File: src/rtl/handshake_constant_seq_pkg.sv
// Shared definitions for the handshake constant sequencer: index-width helpers
// and the skid-buffer state encoding.
package handshake_constant_seq_pkg;

  typedef enum logic [1:0] {
    SKID_EMPTY = 2'd0,
    SKID_ONE   = 2'd1,
    SKID_FULL  = 2'd2
  } skid_state_t;

  function automatic int clog2(input int n);
    int r;
    int v;
    r = 0;
    v = n - 1;
    while (v > 0) begin
      r = r + 1;
      v = v >> 1;
    end
    return r;
  endfunction

  // A single-entry table still needs a 1-bit index port.
  function automatic int idx_w(input int n);
    return (n > 1) ? clog2(n) : 1;
  endfunction

endpackage

File: src/rtl/handshake_skid_buffer.sv
// Two-entry skid buffer: in_ready is a function of registered state only,
// so there is no combinational path from out_ready back to in_ready.
module handshake_skid_buffer
  import handshake_constant_seq_pkg::*;
#(
  parameter int DATA_WIDTH = 32
) (
  input  logic                  clk,
  input  logic                  rst,
  input  logic                  in_valid,
  output logic                  in_ready,
  input  logic [DATA_WIDTH-1:0] in_data,
  output logic                  out_valid,
  input  logic                  out_ready,
  output logic [DATA_WIDTH-1:0] out_data
);

  skid_state_t           r_state;
  skid_state_t           w_next_state;
  logic [DATA_WIDTH-1:0] r_main;
  logic [DATA_WIDTH-1:0] r_skid;
  logic                  w_accept;
  logic                  w_pop;
  logic                  w_load_main;
  logic                  w_load_skid;
  logic                  w_skid_to_main;

  always_ff @(posedge clk or posedge rst) begin
    if (rst) begin
      r_state <= SKID_EMPTY;
      r_main  <= '0;
      r_skid  <= '0;
    end else begin
      r_state <= w_next_state;
      if (w_skid_to_main)
        r_main <= r_skid;
      else if (w_load_main)
        r_main <= in_data;
      if (w_load_skid)
        r_skid <= in_data;
    end
  end

  always_comb begin
    w_next_state = r_state;
    case (r_state)
      SKID_EMPTY: if (w_accept) w_next_state = SKID_ONE;
      SKID_ONE: begin
        if (w_accept && !w_pop)      w_next_state = SKID_FULL;
        else if (w_pop && !w_accept) w_next_state = SKID_EMPTY;
      end
      SKID_FULL:  if (w_pop) w_next_state = SKID_ONE;
      default:    w_next_state = SKID_EMPTY;
    endcase
  end

  always_comb begin
    out_valid      = (r_state != SKID_EMPTY);
    in_ready       = (r_state != SKID_FULL) && (r_state != SKID_EMPTY || 1'b1) && !rst;
    out_data       = r_main;
    w_accept       = in_valid && in_ready;
    w_pop          = out_valid && out_ready;
    // Main register refills when free or draining this cycle; skid only catches a stalled accept.
    w_load_main    = w_accept && ((r_state == SKID_EMPTY) || w_pop);
    w_load_skid    = w_accept && !w_pop && (r_state == SKID_ONE);
    w_skid_to_main = (r_state == SKID_FULL) && w_pop;
  end

endmodule

File: src/rtl/handshake_constant_seq.sv
// Emits one word from a constant table per accepted control token, cycling
// through the table with wrap and an optional synchronous restart to entry 0.
module handshake_constant_seq
  import handshake_constant_seq_pkg::*;
#(
  parameter int                               DATA_WIDTH  = 32,
  parameter int                               NUM_CONSTS  = 4,
  parameter logic [NUM_CONSTS*DATA_WIDTH-1:0] CONST_TABLE = '0,
  localparam int                              IDX_W       = idx_w(NUM_CONSTS)
) (
  input  logic                  clk,
  input  logic                  rst,
  input  logic                  ctrl_valid,
  output logic                  ctrl_ready,
  input  logic                  restart,
  output logic [DATA_WIDTH-1:0] outs,
  output logic                  outs_valid,
  input  logic                  outs_ready,
  output logic [IDX_W-1:0]      cur_index
);

  localparam logic [IDX_W-1:0] LAST_IDX = IDX_W'(NUM_CONSTS - 1);

  logic [DATA_WIDTH-1:0] w_table [NUM_CONSTS];
  logic [IDX_W-1:0]      r_idx;
  logic [IDX_W-1:0]      w_eff_idx;
  logic [IDX_W-1:0]      w_next_idx;
  logic [DATA_WIDTH-1:0] w_word;
  logic                  w_accept;

  for (genvar g = 0; g < NUM_CONSTS; g++) begin : g_table
    assign w_table[g] = CONST_TABLE[g*DATA_WIDTH +: DATA_WIDTH];
  end

  // Restart applies to the token accepted in the same cycle, not just the next one.
  assign w_eff_idx  = restart ? '0 : r_idx;
  assign w_next_idx = (w_eff_idx == LAST_IDX) ? '0 : w_eff_idx + IDX_W'(1);
  assign w_word     = w_table[w_eff_idx];
  assign w_accept   = ctrl_valid && ctrl_ready;
  assign cur_index  = r_idx;

  always_ff @(posedge clk or posedge rst) begin
    if (rst)
      r_idx <= '0;
    else if (w_accept)
      r_idx <= w_next_idx;
    else if (restart)
      r_idx <= '0;
  end

  handshake_skid_buffer #(
    .DATA_WIDTH (DATA_WIDTH)
  ) u_skid (
    .clk       (clk),
    .rst       (rst),
    .in_valid  (ctrl_valid),
    .in_ready  (ctrl_ready),
    .in_data   (w_word),
    .out_valid (outs_valid),
    .out_ready (outs_ready),
    .out_data  (outs)
  );

endmodule

File: config.mk
export PLATFORM = sky130hd
export DESIGN_NAME = handshake_constant_seq
export DESIGN_NICKNAME = d
export VERILOG_FILES = /design/src/rtl/handshake_constant_seq_pkg.sv /design/src/rtl/handshake_skid_buffer.sv /design/src/rtl/handshake_constant_seq.sv
export SDC_FILE = /design/constraint.sdc
export NUM_CORES = 1
export LEC_CHECK = 0
export ABC_CLOCK_PERIOD_IN_PS = 3500
export CAP_MARGIN = 20
export CORE_UTILIZATION = 26
export DETAILED_ROUTE_END_ITERATION = 12
export PLACE_DENSITY_LB_ADDON = 0.3
export SYNTH_ARGS = -nofsm -noshare
export SYNTH_HDL_FRONTEND = slang
export SYNTH_SLANG_ARGS = --single-unit
File: constraint.sdc
create_clock -name clk -period 3.5 [get_ports clk]
set_clock_uncertainty 0.05 [all_clocks]
set_input_delay 0.875 -clock clk [delete_from_list [all_inputs] [get_ports clk]]
set_output_delay 0.875 -clock clk [all_outputs]
set_load 0.02 [all_outputs]
Word-level counts from Yosys, hierarchy flattened
Index checks and enable logic that the tools add are counted.

operators by class
  $add $sub $neg = 1
  magnitude comparators = 1
  equal/unequal tests = 7
  multiplexer cells = 13
  bitwise gates (word level) = 1
  reductions and logical operators = 16

operators by type and width
  cell                                                       number
  two-way mux 32 bit                                         4
  binary-select mux 32 bit (select 2 bit)                    1
  two-way mux 2 bit                                          7
  logical AND 1 bit                                          8
  one-hot mux 2 bit (3 select lines)                         1
  equality test 2 bit (second input constant)                2
  inequality test 2 x 1 -> 1 bit (second input constant)     2
  nonzero test 2 bit                                         2
  greater-or-equal comparator 3 bit (second input constant)  1
  zero test 1 bit                                            3
  inequality test 3 x 1 -> 1 bit (second input constant)     1
  inverter 2 -> 3 bit                                        1
  AND reduction 3 bit                                        1
  adder 2 x 1 -> 2 bit (second input constant)               1
  equality test 2 x 1 -> 1 bit (second input constant)       1
  zero test 2 bit                                            1
  inequality test 2 bit (second input constant)              1
  logical OR 1 bit                                           1

storage, ports and cells
  register bits = 68
  input port bits = 5
  output and inout bits = 36
  logic and storage cells = 43

Logic depth before layout (Yosys ltp)
  depth after elaboration = 8
  mapped depth = 3

By module
From an unflattened synthesis, not the netlist that was laid out.

unflattened totals
  cells, all modules = 200
  area total of the unflattened synthesis = 3293.2 sq um

modules (own cells, without submodules)
  module                  instances  cells an instance  area each (sq um)
  handshake_skid_buffer   1          189                3186.8
  handshake_constant_seq  1          11                 106.4

Worst setup path after synthesis
OpenSTA, ideal clock, no wires.

  path kind = input -> output
  start point = in rst
  end point = out ctrl_ready
  data arrival time = 1.168 ns
  slack = 1.407 ns
  cell stages on the path = 1
  path through = nor2_1

on the way
  longest elaborated chain between the ends = 2

ends and longest elaborated chain
  element            RTL line                      RTL
  start, declared    handshake_constant_seq.sv:12  input logic rst,
  zero test 1 bit    handshake_skid_buffer.sv:59   in_ready = (r_state != SKID_FULL) && (r_state != SKID_EMPTY || 1'b1) && !rst;
  logical AND 1 bit  handshake_skid_buffer.sv:59
  end, declared      handshake_constant_seq.sv:14  output logic ctrl_ready,

Every way passes these cells.

Worst setup path after layout
Ends and elaborated chain as after synthesis.

==> impl_metrics.prom <==
# TYPE chip_impl_metric gauge
chip_impl_info{name="outcome",value="finished clean"} 1
chip_impl_info{name="final_common_cell",value="sky130_fd_sc_hd__conb_1"} 1
chip_impl_metric{name="regToRegSetupSlack",unit="ns"} 2.17
chip_impl_metric{name="totalWireLength",unit="µm"} 566
chip_impl_metric{name="synth.yosys.seq_area_share",unit="%"} 21.05
chip_impl_info{name="synth_area_leader_cell",value="sky130_fd_sc_hd__buf_4"} 1
chip_impl_info{name="r2r_end",value="cur_index[1]"} 1
chip_impl_metric{name="worstPathArrival",unit="ns"} 2.07
chip_impl_metric{name="synth.cell_area",unit="µm²"} 475.5
chip_impl_metric{name="gpl.final_weighted_congestion",unit=""} 0.6306
chip_impl_metric{name="dr_total_vias",unit=""} 304
chip_impl_metric{name="floorplan.die.height",unit="µm"} 44.77
chip_impl_metric{name="cts_num_sinks",unit=""} 4
chip_impl_metric{name="yosys_warnings",unit=""} 0
chip_impl_metric{name="worst_setup_hold_path_clk_slew",unit="ns"} 0.03
chip_impl_metric{name="antenna_cells_inserted",unit=""} 0
chip_impl_metric{name="power_report.internal_total",unit="mW"} 0.1124
chip_impl_metric{name="layout_worst_path_cycle_share",unit="%"} 85.52
chip_impl_metric{name="route.detailed.vias_per_inst",unit=""} 3.304
chip_impl_metric{name="post_cts_resize_count",unit=""} 0
chip_impl_metric{name="fraction_of_final_layout_cells_sized_beyond_drive_strength_1",unit="%"} 5.970
chip_impl_metric{name="starting_density_of_the_core",unit="%"} 27.54
chip_impl_info{name="critical_path_end_type",value="output pin"} 1
chip_impl_metric{name="drt_iter0_drc",unit=""} 12
chip_impl_metric{name="yosys.area.top_type_share",unit="%"} 50.53
chip_impl_metric{name="placed_cells_incl_taps",unit=""} 89
chip_impl_metric{name="antenna_found_initial",unit=""} 0
chip_impl_metric{name="dpl_hpwl",unit="µm"} 493.7
chip_impl_metric{name="tns",unit="ns"} 0
chip_impl_info{name="grt_setup_unrepaired",value="false"} 1
chip_impl_metric{name="combinational_group_share_of_total_power",unit="%"} 38.9
chip_impl_info{name="hp-class",value="flop to flop"} 1
chip_impl_metric{name="drc",unit=""} 0
chip_impl_metric{name="setup-violations-final",unit=""} 0
chip_impl_metric{name="post-cts-setup-buffer-count",unit=""} 0
chip_impl_metric{name="fillers",unit=""} 197
chip_impl_metric{name="synthCells",unit=""} 57
chip_impl_metric{name="clock_latency",unit="ns"} 0.23
chip_impl_metric{name="track_usage",unit="%"} 5.272
chip_impl_metric{name="post-route-cell-area",unit="µm²"} 485.5
chip_impl_metric{name="netSwitchingFraction",unit="%"} 39.28
chip_impl_metric{name="post_synth_num_cell_types",unit=""} 18
chip_impl_metric{name="sequential_group_share_of_total_power",unit="%"} 31.2
chip_impl_metric{name="floorplan.die_area",unit="µm²"} 2004
chip_impl_metric{name="grt_max_degree",unit=""} 7
chip_impl_info{name="tritoncts",value="yes"} 1
chip_impl_metric{name="final_hold_viol_count",unit=""} 0
chip_impl_metric{name="p_leak",unit="nW"} 0.2466
chip_impl_metric{name="instances_no_fill",unit=""} 92
chip_impl_metric{name="r2r_cells",unit=""} 3
chip_impl_metric{name="core.rowCount",unit=""} 15
chip_impl_info{name="path_class",value="primary input to output pin"} 1
chip_impl_info{name="endpoint",value="ctrl_ready"} 1
chip_impl_metric{name="power_per_cell_area",unit="nW/µm²"} 381.4
chip_impl_metric{name="port_buffer_count",unit=""} 8
chip_impl_metric{name="grt.overflow.total",unit=""} 0
chip_impl_metric{name="synthesis.area_per_instance",unit="µm²"} 8.341
chip_impl_metric{name="maxSlewViolCount",unit=""} 0
chip_impl_info{name="critical_path.reg2reg.startpoint",value="u_skid.r_state[1]"} 1
chip_impl_metric{name="post-route-min-period",unit="ns"} 2.993
chip_impl_metric{name="vias_in_the_first_global_route",unit=""} 189
chip_impl_metric{name="max-cap-violations",unit=""} 0
chip_impl_metric{name="yosys_register_bits",unit=""} 4
chip_impl_metric{name="cts-buffers-inserted",unit=""} 3
chip_impl_metric{name="wire_length_of_the_first_global_routing_pass",unit="µm"} 683
chip_impl_info{name="synthTopCellsByArea",value="sky130_fd_sc_hd__buf_4, sky130_fd_sc_hd__dfrtp_1, sky130_fd_sc_hd__nor2b_4"} 1
chip_impl_metric{name="max_freq",unit="GHz"} 0.3341
chip_impl_metric{name="net-switching-power",unit="mW"} 0.07274
chip_impl_metric{name="clock_path_buffers",unit=""} 2
chip_impl_metric{name="whs",unit="ns"} 0.5068
chip_impl_metric{name="drt_pass1_iterations",unit=""} 4
chip_impl_metric{name="htree_levels",unit=""} 1
chip_impl_info{name="setup.worst_path.start_class",value="primary input"} 1
chip_impl_metric{name="area.growth.synth_to_final",unit="%"} 2.105
chip_impl_info{name="worst_setup_path_startpoint",value="rst"} 1
chip_impl_info{name="most-common-layout-cells",value="sky130_fd_sc_hd__conb_1, sky130_fd_sc_hd__clkdlybuf4s50_1, sky130_fd_sc_hd__dfrtp_1"} 1
chip_impl_metric{name="ctsHoldBuffers",unit=""} 0
chip_impl_metric{name="required_arrival_time_at_the_worst_endpoint",unit="ns"} 2.57
chip_impl_metric{name="die_w",unit="µm"} 44.77
chip_impl_metric{name="highest_ir_drop_seen_on_vdd",unit="mV"} 0.1485
chip_impl_metric{name="pin_count",unit=""} 41
chip_impl_metric{name="crit_path_max_fanout",unit=""} 4
chip_impl_info{name="clk_root_buffer_cell",value="sky130_fd_sc_hd__clkbuf_4"} 1
chip_impl_metric{name="drt-wirelength-per-cell",unit="µm"} 6.152
chip_impl_metric{name="nets",unit=""} 74
chip_impl_metric{name="fp.coreArea",unit="µm²"} 1727
chip_impl_metric{name="place_area",unit="µm²"} 462.9
chip_impl_metric{name="antenna_violating_nets_post_route",unit=""} 0
chip_impl_metric{name="clockPowerShare",unit="%"} 29.9
[sequential cells by signal, summed over array words and instances (netlist names)]
| signal | flops |
|---|---|
| u_skid.r_state | 2 |
| cur_index | 2 |
[worst max-delay path, cell delays in order]
cell	delay [ns]
sky130_fd_sc_hd__clkdlybuf4s50_1	0.46
sky130_fd_sc_hd__nor2_1	0.13
sky130_fd_sc_hd__clkdlybuf4s50_1	0.60
[power by group through the flow]
stage / logic, mW / clock network (mW) / registers (mW)
floorplan: 0.0771 / 0 / 0.0603
global placement: 0.0713 / 0 / 0.0583
detailed placement: 0.0718 / 0 / 0.0584
CTS: 0.0719 / 0.0586 / 0.0579
global route: 0.0779 / 0.0591 / 0.0586
finish: 0.0720 / 0.0553 / 0.0578
[per-layer routing]
metal / up-vias / routed length [µm] / global-route usage, %
met4: 0 / 0 / 7.273
met1: 144 / 186 / 4.198
met2: 19 / 331 / 9.118
met3: 0 / 48 / 1.200
met5: - / 0 / 0
li1: 141 / - / -
[cells by family after synthesis]
family / after synthesis / synth area share [%]
compound gates: 4 / 5.002
xor+xnor: 1 / 1.842
buf+inv: 34 / 52.11
flops: 4 / 21.05
other cells: 1 / 0.7887
simple gates: 13 / 19.21
[worst min-delay path by stage]
stage,to,cells after the start,slack (ns),startpoint
4_1_cts,cur_index[1],2,0.51,cur_index[1]
6_report,cur_index[1],2,0.51,cur_index[1]
5_1_grt,cur_index[1],2,0.54,cur_index[1]
3_3_place_gp,cur_index[1],2,0.51,cur_index[1]
2_1_floorplan,u_skid.r_state[0],2,0.54,u_skid.r_state[1]
3_5_place_dp,cur_index[1],2,0.51,cur_index[1]
[area by class of cell]
type / count / area (µm²) / area share [%]
inverter: 2 / 7.507 / 1.546
sequential: 4 / 100.1 / 20.62
multi-input combinational: 50 / 244.0 / 50.26
tap: 25 / 31.28 / 6.443
timing repair buffer: 8 / 80.08 / 16.49
clock buffer: 3 / 22.52 / 4.639
[per-stage QoR]
stage               setup slack (ns)  total power [mW]  utilization, %
floorplan                      1.407            0.1374               -
detailed placement            0.4993            0.1302           26.81
global placement              0.5129            0.1296           26.81
finish                        0.5068            0.1852           28.12
global route                  0.4461            0.1956           28.12
CTS                           0.5013            0.1883           28.12
[synthesized netlist by cell type, drive strengths merged]
cell type / instances
buf: 32
dfrtp: 4
nor2: 3
a21oi: 2
inv: 2
nand2b: 2
nor2b: 2
a31oi: 1
conb: 1
nand3: 1
nand4b: 1
nand4bb: 1
nor4b: 1
o31ai: 1
or2: 1
or4: 1
xnor2: 1
(Power assumes the default switching activity.)
